<file path="src/rtl/sym_pkg.sv">
// Shared types and widths for the symbol-counting game round controller.
package sym_pkg;

  typedef enum logic [2:0] {
    ST_IDLE,
    ST_SHOW,
    ST_ENTRY,
    ST_ISSUE,
    ST_RESP,
    ST_OVER,
    ST_WON
  } seq_state_t;

  localparam int DIFF_W  = 5;
  localparam int LEVEL_W = 4;
  localparam int TIMER_W = 32;

  function automatic logic [DIFF_W-1:0] abs_diff(input logic [DIFF_W-1:0] a,
                                                  input logic [DIFF_W-1:0] b);
    return (a >= b) ? (a - b) : (b - a);
  endfunction

endpackage

</file>
<file path="src/rtl/phase_timer.sv">
// Up-counting phase timer with synchronous clear and a terminal-count flag.
module phase_timer
  import sym_pkg::*;
(
  input  logic               Clk100M,
  input  logic               Rst,
  input  logic               clear,
  input  logic               enable,
  input  logic [TIMER_W-1:0] limit,
  output logic               done
);

  logic [TIMER_W-1:0] count;

  // Clear wins over counting so a phase change always restarts from zero.
  always_ff @(posedge Clk100M or posedge Rst) begin
    if (Rst) begin
      count <= '0;
    end else if (clear) begin
      count <= '0;
    end else if (enable) begin
      count <= count + 1'b1;
    end
  end

  assign done = enable && (count == limit);

endmodule

</file>
<file path="src/rtl/level_sequencer.sv">
// Round controller: show phase, timed entry phase, judge request, verdict handling.
module level_sequencer
  import sym_pkg::*;
#(
  parameter int unsigned SHOW_CYCLES  = 200_000_000,
  parameter int unsigned ENTRY_CYCLES = 500_000_000,
  parameter int unsigned MAX_LEVEL    = 15
) (
  input  logic               Clk100M,
  input  logic               Rst,
  input  logic               start,
  input  logic               userPress,
  input  logic               submit,
  input  logic [DIFF_W-1:0]  targetCount,
  input  logic               incLevel,
  input  logic               lose,
  output logic               levelComplete,
  output logic [DIFF_W-1:0]  difference,
  output logic [LEVEL_W-1:0] level,
  output logic [DIFF_W-1:0]  userCount,
  output logic               showActive,
  output logic               entryActive,
  output logic               gameOver,
  output logic               gameWon,
  output seq_state_t         dbgState
);

  // Handshake: levelComplete is a one-cycle valid for difference with no ready;
  // the judge captures at the closing edge, and its incLevel/lose verdict is
  // accepted only in RESP, which waits as long as needed for one to arrive.

  localparam logic [TIMER_W-1:0] SHOW_LIM  = TIMER_W'(SHOW_CYCLES - 1);
  localparam logic [TIMER_W-1:0] ENTRY_LIM = TIMER_W'(ENTRY_CYCLES - 1);
  localparam logic [LEVEL_W-1:0] LAST_LVL  = LEVEL_W'(MAX_LEVEL);

  seq_state_t         state, state_nxt;
  logic               tmr_done, entry_end;
  logic [DIFF_W-1:0]  count_inc;
  logic               show_d, entry_d, issue_d, over_d, won_d;

  phase_timer u_timer (
    .Clk100M (Clk100M),
    .Rst     (Rst),
    .clear   (state_nxt != state),
    .enable  ((state == ST_SHOW) || (state == ST_ENTRY)),
    .limit   ((state == ST_SHOW) ? SHOW_LIM : ENTRY_LIM),
    .done    (tmr_done)
  );

  assign entry_end = submit || tmr_done;
  assign count_inc = (userPress && (userCount != {DIFF_W{1'b1}})) ? userCount + 1'b1 : userCount;
  assign dbgState  = state;

  always_ff @(posedge Clk100M or posedge Rst) begin
    if (Rst) state <= ST_IDLE;
    else     state <= state_nxt;
  end

  always_comb begin
    state_nxt = state;
    case (state)
      ST_IDLE, ST_OVER, ST_WON: if (start) state_nxt = ST_SHOW;
      ST_SHOW:  if (tmr_done) state_nxt = ST_ENTRY;
      ST_ENTRY: if (entry_end) state_nxt = ST_ISSUE;
      ST_ISSUE: state_nxt = ST_RESP;
      ST_RESP: begin
        if (lose)                         state_nxt = ST_OVER;
        else if (incLevel && level == LAST_LVL) state_nxt = ST_WON;
        else if (incLevel)                state_nxt = ST_SHOW;
      end
      default: state_nxt = ST_IDLE;
    endcase
  end

  // Flags are decoded from the next state so they line up with the state register.
  always_comb begin
    show_d  = (state_nxt == ST_SHOW);
    entry_d = (state_nxt == ST_ENTRY);
    issue_d = (state_nxt == ST_ISSUE);
    over_d  = (state_nxt == ST_OVER);
    won_d   = (state_nxt == ST_WON);
  end

  always_ff @(posedge Clk100M or posedge Rst) begin
    if (Rst) begin
      showActive    <= 1'b0;
      entryActive   <= 1'b0;
      levelComplete <= 1'b0;
      gameOver      <= 1'b0;
      gameWon       <= 1'b0;
    end else begin
      showActive    <= show_d;
      entryActive   <= entry_d;
      levelComplete <= issue_d;
      gameOver      <= over_d;
      gameWon       <= won_d;
    end
  end

  always_ff @(posedge Clk100M or posedge Rst) begin
    if (Rst) begin
      level      <= '0;
      userCount  <= '0;
      difference <= '0;
    end else begin
      case (state)
        ST_IDLE, ST_OVER, ST_WON: begin
          if (start) begin
            level     <= '0;
            userCount <= '0;
          end
        end
        ST_ENTRY: begin
          userCount <= count_inc;
          if (entry_end) difference <= abs_diff(count_inc, targetCount);
        end
        ST_RESP: begin
          if (!lose && incLevel && level != LAST_LVL) begin
            level     <= level + 1'b1;
            userCount <= '0;
          end
        end
        default: ;
      endcase
    end
  end

endmodule

</file>
<file path="config.mk">
export PLATFORM = sky130hd
export DESIGN_NAME = level_sequencer
export DESIGN_NICKNAME = d
export VERILOG_FILES = /design/src/rtl/sym_pkg.sv /design/src/rtl/phase_timer.sv /design/src/rtl/level_sequencer.sv
export SDC_FILE = /design/constraint.sdc
export NUM_CORES = 1
export LEC_CHECK = 0
export CORE_AREA = 2 2 78 80
export CTS_BUF_LIST = sky130_fd_sc_hd__clkbuf_8
export CTS_CLUSTER_SIZE = 8
export DETAILED_ROUTE_END_ITERATION = 12
export DIE_AREA = 0 0 80 82
export GPL_ROUTABILITY_DRIVEN = 0
export HOLD_SLACK_MARGIN = 0.03
export PLACE_DENSITY = 0.81
export REMOVE_ABC_BUFFERS = 1
export SLEW_MARGIN = 40
export SYNTH_ARGS = -nofsm -noshare
export SYNTH_HDL_FRONTEND = slang
export SYNTH_SLANG_ARGS = --single-unit
</file>
<file path="constraint.sdc">
create_clock -name Clk100M -period 8.6 [get_ports Clk100M]
set_input_delay 0.86 -clock Clk100M [delete_from_list [all_inputs] [get_ports Clk100M]]
set_output_delay 0.86 -clock Clk100M [all_outputs]
set_load 0.01 [all_outputs]
</file>
==> impl_metrics.csv <==
group,metric,value,unit
status,status,"completed",
cts,cts_num_sinks,54,
sta,setup-violations-final,0,
cts,clk_pin_slew,90,ps
global_routing,grt_pass1_vias,2481,
worst_setup_path,endpoint_kind,"flop",
detailed_routing,route.vias.total,2677,
floorplan,fp.coreArea,5750,µm²
cts,clock_tree.htree_level_count,2,
detailed_routing,drc_errors,0,
cts,cts.root.buffer_cell,"sky130_fd_sc_hd__clkbuf_8",
sta,grt_setup_unrepaired,"no",
sta,clock.fmax,259,MHz
layout,fin_nets,412,
detailed_routing,drt_first_pass_iters,4,
cts,inserted_clock_buffers,5,
cts,cts-hold-fix-buffers,0,
placement,io_buffers,33,
cts,cts_max_path_buffers,2,
synth,synth-warning-count,0,
sta,worstMarginPinSlew,836,ps
sta,report.final.hold_viol_count,0,
global_routing,grt_start_max_net_pins,55,
global_routing,global_route.usage.total,22.2,%
cts,post_cts_resized,0,
layout,area_delta_synth_final,13.6,%
worst_setup_path,crit_type,"flop to flop",
job,maxCapViolCount,0,
detailed_routing,drt-wirelength-per-cell,14.8,µm
detailed_routing,first_iter_violations,165,
global_routing,grt_pass1_wl,11.6,mm
synth,synth.yosys.seq_area_share,40.1,%
cts,worstSkewPairLatency,300,ps
placement,place.detailed.hpwl,4.91,mm
synth,avgSynthCellArea,9.50,µm²
synth,ys.flop_type,"sky130_fd_sc_hd__dfrtp_1",
sta,postLayoutSetupSlackWorst,4750,ps
floorplan,start_util,58.7,%
sta,setup_tns,0,ps
cts,tritoncts,"done",
worst_hold_path,hp-class,"flop to flop",
floorplan,i_o_pins,34,
power,power.density,144,nW/µm²
synth,yosys-top-cells-count,"sky130_fd_sc_hd__dfrtp_1, sky130_fd_sc_hd__nor2_1, sky130_fd_sc_hd__xor2_1",
detailed_routing,avgViaCountPerCell,5.82,
synth,synth_area_leaders,"sky130_fd_sc_hd__dfrtp_1, sky130_fd_sc_hd__xor2_1, sky130_fd_sc_hd__ha_1, sky130_fd_sc_hd__nor2_1, sky130_fd_sc_hd__nand4_1",
sta,period_share,44.8,%
sta,timing.max_slew.rel_slack,43.8,%
detailed_routing,final_antenna_net_count,0,
sta,final-max-slew-violation-count,0,
synth,yosysMostFrequentCell,"sky130_fd_sc_hd__dfrtp_1",
synth,synth_edf_count,0,
layout,num_antenna_cells,0,
worst_setup_path,path_max_fanout,7,
cts,number_of_post_cts_setup_repair_buffers,0,
synth,postSynthRegisterBits,54,
worst_setup_path,critPathLaunchType,"flop",
floorplan,die_boundary_height,82,µm
floorplan,die-area,6560,µm²
sta,fin_worst_skew,9.82,ps
synth,yosys.cell_types.count,58,
synth,syn_inst,355,
synth,synth_area,3370,µm²
synth,ys_async_sr_fraction,100,%
power,p_leak,1.71,nW
floorplan,rows,28,
sta,fin_crit,3850,ps
floorplan,chipWidth,80,µm
synth,synth_top_area_cell,"sky130_fd_sc_hd__dfrtp_1",
placement,dp_slack,4490,ps
power,vdd.ir_drop.worst,0.123,mV
synth,post-synth-top-area-fraction,40.1,%
worst_setup_path,critical_path_required,8840,ps
detailed_routing,route.final.wire_length,6.82,mm
global_routing,antenna_found_initial,0,
layout,fillerInstances,478,
layout,post_route_cells_drive_above_1_share,6.75,%
global_routing,grt_overflow_total,0,
layout,final_util,66.7,%
worst_setup_path,cp.arrival,4100,ps
==> stage by stage <==
stage	instance area, µm²	instances	hold slack [ps]	power, mW
after floorplan	3290	341	515	0.380
after global placement	3740	452	496	0.419
after detailed placement	3740	452	498	0.423
after CTS	3810	459	517	0.554
after global routing	3830	460	538	0.587
final	3830	460	511	0.550
==> report_power, final <==
group | internal, mW | leakage, nW | switching, mW
Sequential | 0.271 | 0.733 | 0.0204
Combinational | 0.0560 | 0.934 | 0.0732
Clock | 0.0539 | 0.0466 | 0.0758
==> cell type report <==
cell class              instances  area (µm²)  share of cell area [%]
multi-input cells             269        1880                    49.0
clock buffers                   5        68.8                    1.80
clock inverters                 2        7.51                   0.196
repair buffers                 37         364                    9.51
well taps                      75        93.8                    2.45
inverters                      18        67.6                    1.76
flip-flops and latches         54        1350                    35.3
==> kinds of logic after synthesis <==
kind of cell	synth area share, %
flops	40.1
xor+xnor	8.57
simple gates	25.9
mux	2.56
compound gates	12.2
fa+ha+maj	6.31
buf+inv	4.45
==> layout by cell type, fill, tap and decap left out, types with 3 or more instances in the layout <==
master                            instances
sky130_fd_sc_hd__ha_1                    13
sky130_fd_sc_hd__clkbuf_8                 5
sky130_fd_sc_hd__nand2b_1                 7
sky130_fd_sc_hd__and3_1                   9
sky130_fd_sc_hd__o22ai_1                  4
sky130_fd_sc_hd__nor2_1                  32
sky130_fd_sc_hd__xor2_1                  28
sky130_fd_sc_hd__nand3_1                 18
sky130_fd_sc_hd__mux2_2                   5
sky130_fd_sc_hd__xnor2_1                  5
sky130_fd_sc_hd__nand4_1                 16
sky130_fd_sc_hd__nor3b_1                  3
sky130_fd_sc_hd__and2_1                   3
sky130_fd_sc_hd__dfrtp_1                 54
sky130_fd_sc_hd__mux2i_1                  3
sky130_fd_sc_hd__nand2_1                 23
sky130_fd_sc_hd__clkdlybuf4s50_1         33
sky130_fd_sc_hd__o21ai_0                 17
sky130_fd_sc_hd__a311oi_1                 3
sky130_fd_sc_hd__nor4_2                   3
sky130_fd_sc_hd__inv_1                   19
sky130_fd_sc_hd__nor2b_1                 10
sky130_fd_sc_hd__o31ai_1                  4
sky130_fd_sc_hd__a21o_1                   5
sky130_fd_sc_hd__and4_1                   3
sky130_fd_sc_hd__nand4b_1                 5
sky130_fd_sc_hd__buf_4                    3
sky130_fd_sc_hd__a21oi_1                 11
==> worst max-delay path: stages (launching register included) <==
cell and delay [ps]:
sky130_fd_sc_hd__dfrtp_1 460, sky130_fd_sc_hd__ha_1 240, sky130_fd_sc_hd__and3_1 190, sky130_fd_sc_hd__ha_1 170, sky130_fd_sc_hd__nor2b_1 420, sky130_fd_sc_hd__mux2i_1 480, sky130_fd_sc_hd__inv_1 160, sky130_fd_sc_hd__ha_1 340
sky130_fd_sc_hd__a311oi_1 280, sky130_fd_sc_hd__nand3_1 240, sky130_fd_sc_hd__a41o_1 280, sky130_fd_sc_hd__a311oi_1 320, sky130_fd_sc_hd__mux2_2 210
==> layer usage <==
metal	GRT usage [%]	up-vias	wire (µm)
li1	-	1324	-
met1	31.0	1287	3170
met2	35.3	60	3270
met3	4.18	6	305
met4	6.78	0	75
met5	0	-	0
==> sequential cells by signal (all words and copies together), names as in the netlist <==
| signal | count |
|---|---|
| difference | 5 |
| userCount | 5 |
| u_timer.count | 32 |
| entryActive | 1 |
| gameWon | 1 |
| gameOver | 1 |
| levelComplete | 1 |
| level | 4 |
| dbgState | 3 |
| showActive | 1 |
==> path summary, 6_finish.rpt <==
kind,start,end,slack (ps),depth (start not counted)
max,userCount[0],difference[4],4750,12
min,difference[2],difference[2],510,1
max reg2reg,userCount[0],difference[4],4750,12
min reg2reg,difference[2],difference[2],510,1
max in group asynchronous,Rst,u_timer.count[21],7100,3
min in group asynchronous,Rst,difference[4],1050,3
No activity file was read; power rests on OpenSTA's default activity.
